### config.mk
export PLATFORM = sky130hd
export DESIGN_NAME = regfile_wb_flat
export DESIGN_NICKNAME = d
export VERILOG_FILES = /design/src/rtl/regfile_wb_if.sv /design/src/rtl/regfile_wb.sv /design/src/flat_wrapper.sv
export SDC_FILE = /design/constraint.sdc
export NUM_CORES = 1
export LEC_CHECK = 0
export CAP_MARGIN = 20
export CORE_ASPECT_RATIO = 1.75
export CORE_MARGIN = 1.5
export CORE_UTILIZATION = 35
export CTS_BUF_LIST = sky130_fd_sc_hd__clkbuf_4
export CTS_CLUSTER_DIAMETER = 30
export CTS_CLUSTER_SIZE = 28
export DETAILED_ROUTE_END_ITERATION = 8
export PLACE_DENSITY_LB_ADDON = 0.15
export SYNTH_ARGS = -nofsm -noshare
export SYNTH_HDL_FRONTEND = slang
export SYNTH_SLANG_ARGS = --single-unit
### constraint.sdc
create_clock -name clk -period 5.4 [get_ports clk]
set_clock_uncertainty 0.1 [all_clocks]
set_input_delay 0.81 -clock clk [delete_from_list [all_inputs] [get_ports clk]]
set_output_delay 0.81 -clock clk [all_outputs]
set_load 0.02 [all_outputs]
### src/rtl/regfile_wb_if.sv
// Writeback/read bundle for regfile_wb.
// Writeback side: we, waddr, wdata (registered MEM/WB triple).
// Read side: re1/raddr1 -> rdata1 and re2/raddr2 -> rdata2 (combinational).
// Status: init_busy, high while the post-reset clear runs.
// master = pipeline/decode side, slave = register file.
interface regfile_wb_if #(
  parameter int ADDR_W = 5,
  parameter int DATA_W = 32
);
  logic              we;
  logic [ADDR_W-1:0] waddr;
  logic [DATA_W-1:0] wdata;
  logic              re1;
  logic [ADDR_W-1:0] raddr1;
  logic [DATA_W-1:0] rdata1;
  logic              re2;
  logic [ADDR_W-1:0] raddr2;
  logic [DATA_W-1:0] rdata2;
  logic              init_busy;

  modport master (
    output we, waddr, wdata, re1, raddr1, re2, raddr2,
    input  rdata1, rdata2, init_busy
  );

  modport slave (
    input  we, waddr, wdata, re1, raddr1, re2, raddr2,
    output rdata1, rdata2, init_busy
  );
endinterface

### src/rtl/regfile_wb.sv
// General-purpose register file fed by the MEM/WB writeback stage.
// Ports: clk (rising edge), rst (synchronous, active-high),
//        wb (regfile_wb_if.slave): writeback triple in, two combinational
//        read ports out, init_busy out.
// After reset every entry is written to zero, one per cycle, while
// init_busy is high; writebacks are ignored and reads return 0 meanwhile.
// Register 0 always reads 0. A read of the register being written in the
// same cycle returns the incoming writeback data (bypass).

// One combinational read port.
module regfile_wb_rd #(
  parameter int ADDR_W = 5,
  parameter int DATA_W = 32
) (
  input  logic              blank,    // reset or clear sequence in progress
  input  logic              re,
  input  logic [ADDR_W-1:0] raddr,
  input  logic              we,
  input  logic [ADDR_W-1:0] waddr,
  input  logic [DATA_W-1:0] wdata,
  input  logic [DATA_W-1:0] mem_word, // storage contents at raddr
  output logic [DATA_W-1:0] rdata
);
  always_comb begin
    rdata = '0;
    if (blank)                            rdata = '0;
    else if (raddr == '0)                 rdata = '0;
    else if (re && we && raddr == waddr)  rdata = wdata;
    else if (re)                          rdata = mem_word;
  end
endmodule

module regfile_wb #(
  parameter int ADDR_W = 5,
  parameter int DATA_W = 32,
  parameter int NREG   = 32
) (
  input  logic          clk,
  input  logic          rst,
  regfile_wb_if.slave   wb
);
  localparam int NRD = 2;

  typedef enum logic {INIT, RUN} state_t;

  state_t            state;
  logic [ADDR_W-1:0] clr_cnt;
  logic              init_busy_q;
  logic [DATA_W-1:0] mem [NREG];

  // Clear sequencer: NREG cycles of INIT, leaving on the edge that clears
  // the last entry so clr_cnt never has to wrap.
  always_ff @(posedge clk) begin
    if (rst) begin
      state       <= INIT;
      clr_cnt     <= '0;
      init_busy_q <= 1'b1;
    end else if (state == INIT) begin
      clr_cnt <= clr_cnt + ADDR_W'(1);
      if (clr_cnt == ADDR_W'(NREG - 1)) begin
        state       <= RUN;
        init_busy_q <= 1'b0;
      end
    end
  end

  // Storage has no reset; the clear sequence is what zeroes it.
  always_ff @(posedge clk) begin
    if (!rst) begin
      if (state == INIT)
        mem[clr_cnt] <= '0;
      else if (wb.we && wb.waddr != '0)
        mem[wb.waddr] <= wb.wdata;
    end
  end

  logic                           blank;
  logic [NRD-1:0]                 re;
  logic [NRD-1:0][ADDR_W-1:0]     raddr;
  logic [NRD-1:0][DATA_W-1:0]     mem_rd;
  logic [NRD-1:0][DATA_W-1:0]     rdata;

  assign blank = rst | init_busy_q;
  assign re    = {wb.re2, wb.re1};
  assign raddr = {wb.raddr2, wb.raddr1};

  for (genvar g = 0; g < NRD; g++) begin : g_rd
    assign mem_rd[g] = mem[raddr[g]];
    regfile_wb_rd #(.ADDR_W(ADDR_W), .DATA_W(DATA_W)) u_rd (
      .blank    (blank),
      .re       (re[g]),
      .raddr    (raddr[g]),
      .we       (wb.we),
      .waddr    (wb.waddr),
      .wdata    (wb.wdata),
      .mem_word (mem_rd[g]),
      .rdata    (rdata[g])
    );
  end

  assign wb.rdata1    = rdata[0];
  assign wb.rdata2    = rdata[1];
  assign wb.init_busy = init_busy_q;
endmodule

### src/flat_wrapper.sv
// flat-port wrapper written by rule: the top's interface ports become plain ports
module regfile_wb_flat 
#(
  parameter int ADDR_W = 5,
  parameter int DATA_W = 32,
  parameter int NREG   = 32
)
  (clk, rst, wb_we, wb_waddr, wb_wdata, wb_re1, wb_raddr1, wb_re2, wb_raddr2, wb_rdata1, wb_rdata2, wb_init_busy);
  regfile_wb_if #(.ADDR_W(ADDR_W), .DATA_W(DATA_W)) wb_i ();
  input  logic clk;
  input  logic rst;
  input wire logic [$bits(wb_i.we)-1:0] wb_we;
  input wire logic [$bits(wb_i.waddr)-1:0] wb_waddr;
  input wire logic [$bits(wb_i.wdata)-1:0] wb_wdata;
  input wire logic [$bits(wb_i.re1)-1:0] wb_re1;
  input wire logic [$bits(wb_i.raddr1)-1:0] wb_raddr1;
  input wire logic [$bits(wb_i.re2)-1:0] wb_re2;
  input wire logic [$bits(wb_i.raddr2)-1:0] wb_raddr2;
  output wire logic [$bits(wb_i.rdata1)-1:0] wb_rdata1;
  output wire logic [$bits(wb_i.rdata2)-1:0] wb_rdata2;
  output wire logic [$bits(wb_i.init_busy)-1:0] wb_init_busy;
  assign wb_i.we = wb_we;
  assign wb_i.waddr = wb_waddr;
  assign wb_i.wdata = wb_wdata;
  assign wb_i.re1 = wb_re1;
  assign wb_i.raddr1 = wb_raddr1;
  assign wb_i.re2 = wb_re2;
  assign wb_i.raddr2 = wb_raddr2;
  assign wb_rdata1 = wb_i.rdata1;
  assign wb_rdata2 = wb_i.rdata2;
  assign wb_init_busy = wb_i.init_busy;
  regfile_wb #(.ADDR_W(ADDR_W), .DATA_W(DATA_W), .NREG(NREG)) u_core (.clk(clk), .rst(rst), .wb(wb_i));
endmodule
==> Word level (Yosys, flattened, before mapping) <==
Memory sizes are Yosys's and may differ from the RTL's.
Index checks and enable logic that the tools add are counted.
{ "classes": {"addsub": 1, "n_mul": 0, "div_mod_pow": 0, "n_lt_le_gt_ge": 0, "n_eq_ne": 3, "shift": 0, "mux": 20, "n_bitwise": 2, "n_reduce_logical": 10} }
{ "ops": {"columns": ["op", "count"], "rows": [
  ["2-to-1 mux 32 bit", 9],
  ["OR reduction 32 bit", 1],
  ["equality test 5 bit", 2],
  ["zero test 5 bit", 2],
  ["2-to-1 mux 1 bit", 10],
  ["adder 5 x 1 -> 5 bit, second input constant", 1],
  ["equality test 5 bit, second input constant", 1],
  ["logical AND 1 bit", 5],
  ["2-to-1 mux 5 bit", 1],
  ["nonzero test 5 bit", 1],
  ["AND reduction 2 bit", 1],
  ["inverter 1 bit", 1],
  ["OR 1 bit", 1]
]} }
{ "totals": {"ff_bits": 7, "latch_bits": 0, "mem_bits_rw": 1024, "mem_bits_ro": 0, "input_bits": 52, "out_inout_bits": 65, "wordCells": 40, "mem_count": 1} }
{ "mem_list": {"columns": ["name", "depth", "word_bits", "read_ports", "rd_ports_with_merged_regs", "write_ports", "line", "rtl"], "rows": [
  ["u_core.mem", 32, 32, 2, 0, 1, "regfile_wb.sv:49", "logic [DATA_W-1:0] mem [NREG];"]
]} }

==> Depth between registers and ports, before layout <==
{ "logic_depth": {"ltp_word": 8, "mapped_depth": 9, "mapped_depth_nobuf": 5} }

==> Modules after synthesis <==
A second synthesis with hierarchy kept.
{ "hier_totals": {"hier_cells": 3757, "area_unflattened_um2": 50962.6} }
{ "by_module_without_submodules": {"columns": ["module", "instances", "cells_per_inst", "area_per_inst_um2", "seq_area_each_um2"], "rows": [
  ["regfile_wb", 1, 3503, 49561.3, 30889.6],
  ["regfile_wb_rd", 2, 127, 700.7, 0.0]
]} }

==> Worst setup path after synthesis <==
No wires, ideal clock.
{ "synth_path": {"kind": "in2reg", "start": "in wb_waddr[0]", "end": "mem u_core.mem[16][0] (enable)", "setup_time_ps": 421, "arrival_time_ps": 3510, "required_ps": 4879, "slack_ps": 1368, "cell_stages": 7, "path_buffers": 2, "path_cell_list": "clkbuf_1 > nor3_1 > a211oi_2 > buf_2 > mux2i_1 > nand2_1 > nor2_1"} }
{ "synth_via": {"elab_chain_len": 8, "word_cells_on_any_way": 9} }
{ "synth_lines": {"columns": ["element", "line", "rtl"], "rows": [
  ["start: declaration", "flat_wrapper.sv:13", "input wire logic [$bits(wb_i.waddr)-1:0] wb_waddr;"],
  ["nonzero test 5 bit", "regfile_wb.sv:72", "else if (wb.we && wb.waddr != '0)"],
  ["logical AND 1 bit", "regfile_wb.sv:72", null],
  ["2-to-1 mux 1 bit", "regfile_wb.sv:72", null],
  ["2-to-1 mux 1 bit", "regfile_wb.sv:70", "if (state == INIT)"],
  ["2-to-1 mux 1 bit", "regfile_wb.sv:69", "if (!rst) begin"],
  ["2-to-1 mux 1 bit (not written as such)", "regfile_wb.sv:73", "mem[wb.waddr] <= wb.wdata;"],
  ["OR reduction 32 bit (no source line)", null, null],
  ["2-to-1 mux 5 bit (no source line) or 2-to-1 mux 1 bit (tied branches)", null, null],
  ["end: declaration", "regfile_wb.sv:49", null]
]} }
Parallel ways exist; a longest one is shown, timed or not.

==> Final worst setup path <==
{ "layout_path": {"start": "reg u_core.init_busy_q, in the netlist u_core.wb.init_busy", "end": "out wb_rdata2[28]"} }
{ "layout_via": {"elab_chain_len": 2} }
{ "layout_lines": {"columns": ["element", "line", "rtl"], "rows": [
  ["start: declaration", "regfile_wb.sv:48", "logic init_busy_q;"],
  ["start signal: assignment", "regfile_wb.sv:57", "init_busy_q <= 1'b1;"],
  ["start signal: assignment", "regfile_wb.sv:62", "init_busy_q <= 1'b0;"],
  ["OR 1 bit", "regfile_wb.sv:83", "assign blank = rst | init_busy_q;"],
  ["2-to-1 mux 32 bit", "regfile_wb.sv:26", "if (blank) rdata = '0;"],
  ["end: declaration", "flat_wrapper.sv:20", "output wire logic [$bits(wb_i.rdata2)-1:0] wb_rdata2;"]
]} }
Every way passes these cells.

==> summary.md <==
| Metric | Value |
|---|---|
| Outcome | complete, no violations |
| Worst slew pin tran | ~1.1 ns |
| H-Tree Level Count | 4 |
| Initial antenna violation count | 6 |
| Clock root buffer | clkbuf_4 |
| Compound-Gate Fraction of Synth Area | 0.05771 |
| Post-CTS sizing | 0 |
| Core box area | 0.1372 mm² |
| Seq/Total Area, Yosys | 0.6395 |
| Worst-path clk slew | 0.10 ns |
| Num ports | 117 |
| Final WL | 168400 µm |
| Cell variety after synth | 51 |
| Post-Syn Area | 0.04830 mm² |
| Setup TNS | 0 ns |
| Syn-to-layout area delta | 15.94% |
| Row Count | between 150 and 200 |
| Hold-fix buffers at CTS | 0 |
| Crit-path cells | nor2_1 > buf_4 > o211a_1 > o211ai_4 > buf_12 > a311oi_1 > a211o_1 > clkdlybuf4s50_1 |
| First-pass GRT wire length | 234500 µm |
| 1st-iter DRT viols | 2646 |
| Total number of vias | between 20000 and 30000 |
| DR top layer | met4 |
| Vias in the first global route | approximately 31000 |
| Max-cap violation count | 0 |
| Largest family of logic cells by synthesized area | multiplexers |
| Post-CTS Setup Bufs | 0 |
| Critical setup path kind | flop to output pin |
| Slowest CP cell | a311oi_1 |
| Clock sink count | 1031 |
| Die W | approximately 280 µm |
| Final Instance Count excl. Fillers | 4669 |
| Critical Path RT | about 4.5 ns |
| Met3 WL | 9026 µm |
| Post-layout minimum cycle time | between 5 and 6 ns |
| IO buf count | 116 |
| DIE AREA | about 0.14 mm² |
| Critical path arrival | 4.16 ns |
| Share of the synthesized area in the top cell type | 0.6366 |
| CP delay by family, top | compound AO/OA/AOI/OAI gates |
| Leak | between 15 and 20 nW |
| GPL Wtd Cong | around 0.8 |
| Flop and latch count out of synthesis | 1031 |
| Hold Vio Cnt, Final | 0 |
| Startpoint Class | flop |
| Hpwl dp | 100900 µm |
| RSZ-0062 raised after global routing | no |
| Buffers & Inverters on Critical Path | 3 |
| Top post-synthesis cells by area | edfxtp_1 (64%), mux4_2 (24%), a22oi_1 (1.9%), a211oi_1 (1.5%), mux2i_1 (0.89%) |
| Setup ws final | about 0.33 ns |
| Place WS | ~0.43 ns |
| Post-Synth XOR/XNOR Area | 0.002357 |
| Worst hold path type | primary input to flop |
| Power Density | around 290 mW/mm² |
| Crit path max fanout | 31 |
| Share of cells above drive strength 1 | 0.3663 |
| Max IR drop VDD | 0.0002199 V |
| Critical path endpoint category | output pin |
| Clock Path Buffers | 3 |
| Post-Synth Simple-Gate Area | 0.02842 |
| Total GRT Usage | 0.2400 |
| Yosys top cell by area | edfxtp_1 |
| Post-Syn Instances | 2458 |
| Inst Count DP | between 4000 and 5000 |
| Syn Nets | 2512 |
| Average wire per standard cell | about 36 µm |
| DRC | 0 |
| Max Fclk | 197.4 MHz |
| Synthesis Warnings | 0 |
| Die Y-Extent | 494.4 µm |
| Final setup viols | 0 |
| Drt via density | 6.082 |
| Pre-antenna DRT Iters | 5 |
| Final net count | ~2800 |
| Final period util | 0.9380 |
| Fin area | roughly 0.056 mm² |
| CTS Buf Count | between 150 and 200 |
| Initial Util | 0.3522 |
| Met2 WL post-DR | about 91000 µm |
| Worst-Skew Late Latency | 1.11 ns |
| CTS tree | done |
| Slew Limit Fails | 0 |
| Largest net degree at the start of global routing | 106 |
| Slew HR | 0.2787 |
| Mux share of post-synthesis cell area | 0.2486 |
| Synthesized area per cell | 19.65 µm² |
| Remaining Overflow, GRT | 0 |
| Routed length on met1 | 59180 µm |
| Post-Synth Adder-Cell Area | 0.0005181 |
| Largest stage delay on the critical path | 0.83 ns |
| ANT nets after route | 0 |
| Placed cell areas | 0.05292 mm² |
| Tot Pwr | 16.20 mW |
## tightest hold or removal path, stage by stage
cell	delay, ns
clkdlybuf4s50_1	0.44
buf_4	0.20
nor2_1	0.10
## layer usage
| layer | vias to the layer above | track usage |
|---|---|---|
| met2 | 1268 | 0.4381 |
| met3 | 394 | 0.03751 |
| li1 | 11310 | - |
| met5 | - | 0 |
| met4 | 0 | 0.1328 |
| met1 | 15420 | 0.2656 |
## Yosys cell counts, drive strengths merged
library cell,count
a32oi,2
nand2b,6
nand2,104
and3,3
mux2,2
nand3,4
nor4b,1
ha,2
xnor2,11
a211oi,96
nand4,2
a21o,1
a31oi,3
mux2i,43
and4b,1
or4,1
dfxtp,7
a311oi,30
nor4,2
edfxtp,1024
buf,108
nand4b,1
a2111oi,1
nor2,45
a21oi,31
o211ai,2
a22oi,124
o21a,1
nor3,4
a211o,31
nor2b,39
and2,64
a221o,31
o2111ai,2
a32o,1
clkbuf,102
or2,1
or3,1
o31ai,1
inv,7
mux4,513
o211a,1
xor2,2
## layout by cell type (no fill, tap or decap), types with 11 or more instances in the layout
cell type and count:
xnor2_1 11, nor2b_1 34, buf_12 53, mux4_2 513
inv_6 20, nor2_1 11, mux2i_1 43, a311oi_1 30
a21oi_1 31, buf_4 116, clkdlybuf4s50_1 103, nor2_4 34
clkinv_1 18, clkinvlp_4 20, clkinv_4 18, bufinv_16 24
nand2_1 104, clkinv_2 22, a22oi_1 124, edfxtp_1 1024
a211o_1 31, a221o_1 31, and2_1 62, clkbuf_4 180
a211oi_1 95
## worst paths after layout
path | startpoint | endpoint | slack [ns] | cells past startpoint
worst max-delay path | u_core.wb.init_busy | wb_rdata2[28] | 0.33 | 8
worst min-delay path | rst | u_core.clr_cnt[2] | 0.37 | 3
worst min register to register | u_core.wb.init_busy | u_core.wb.init_busy | 0.41 | 1
worst max register to register | u_core.state | u_core.mem[4][11] | 1.78 | 6
## flip-flops by register name, summed over array words and instances, names as in the netlist
name,flops
u_core.clr_cnt,5
u_core.mem,1024
u_core.state,1
u_core.wb.init_busy,1
## power by group
part | internal (mW) | total (mW) | leakage [nW] | switching [mW]
Sequential | 8.71 | 8.74 | 8.16 | 0.0277
Clock | 2.95 | 6.29 | 1.48 | 3.34
Combinational | 0.495 | 1.17 | 6.45 | 0.673
## metrics by stage
step | hold WS, ns | util
final | 0.3683 | 0.4083
after global routing | 0.2857 | 0.4083
after global placement | 0.3699 | 0.3857
after CTS | 0.1874 | 0.4061
after detailed placement | 0.3794 | 0.3859
after floorplan | 0.4093 | -
## final cells by class
class	instances	area [µm²]
inverter	7	26.28
fill	12210	81160
timing repair buffer	290	3353
clock inverter	127	1428
sequential	1031	30890
clock buffer	180	1351
multi-input combinational	1210	16660
tap	1820	2277
antenna	4	10.01
## kinds of logic after synthesis
family                   count (synthesis)
buffers and inverters                  217
multiplexers                           558
adder cells (fa/ha/maj)                  2
AO/OA/AOI/OAI                          358
XOR/XNOR                                13
flip-flops                            1031
AND/OR/NAND/NOR                        279
Power figures use the tool's default switching activity.
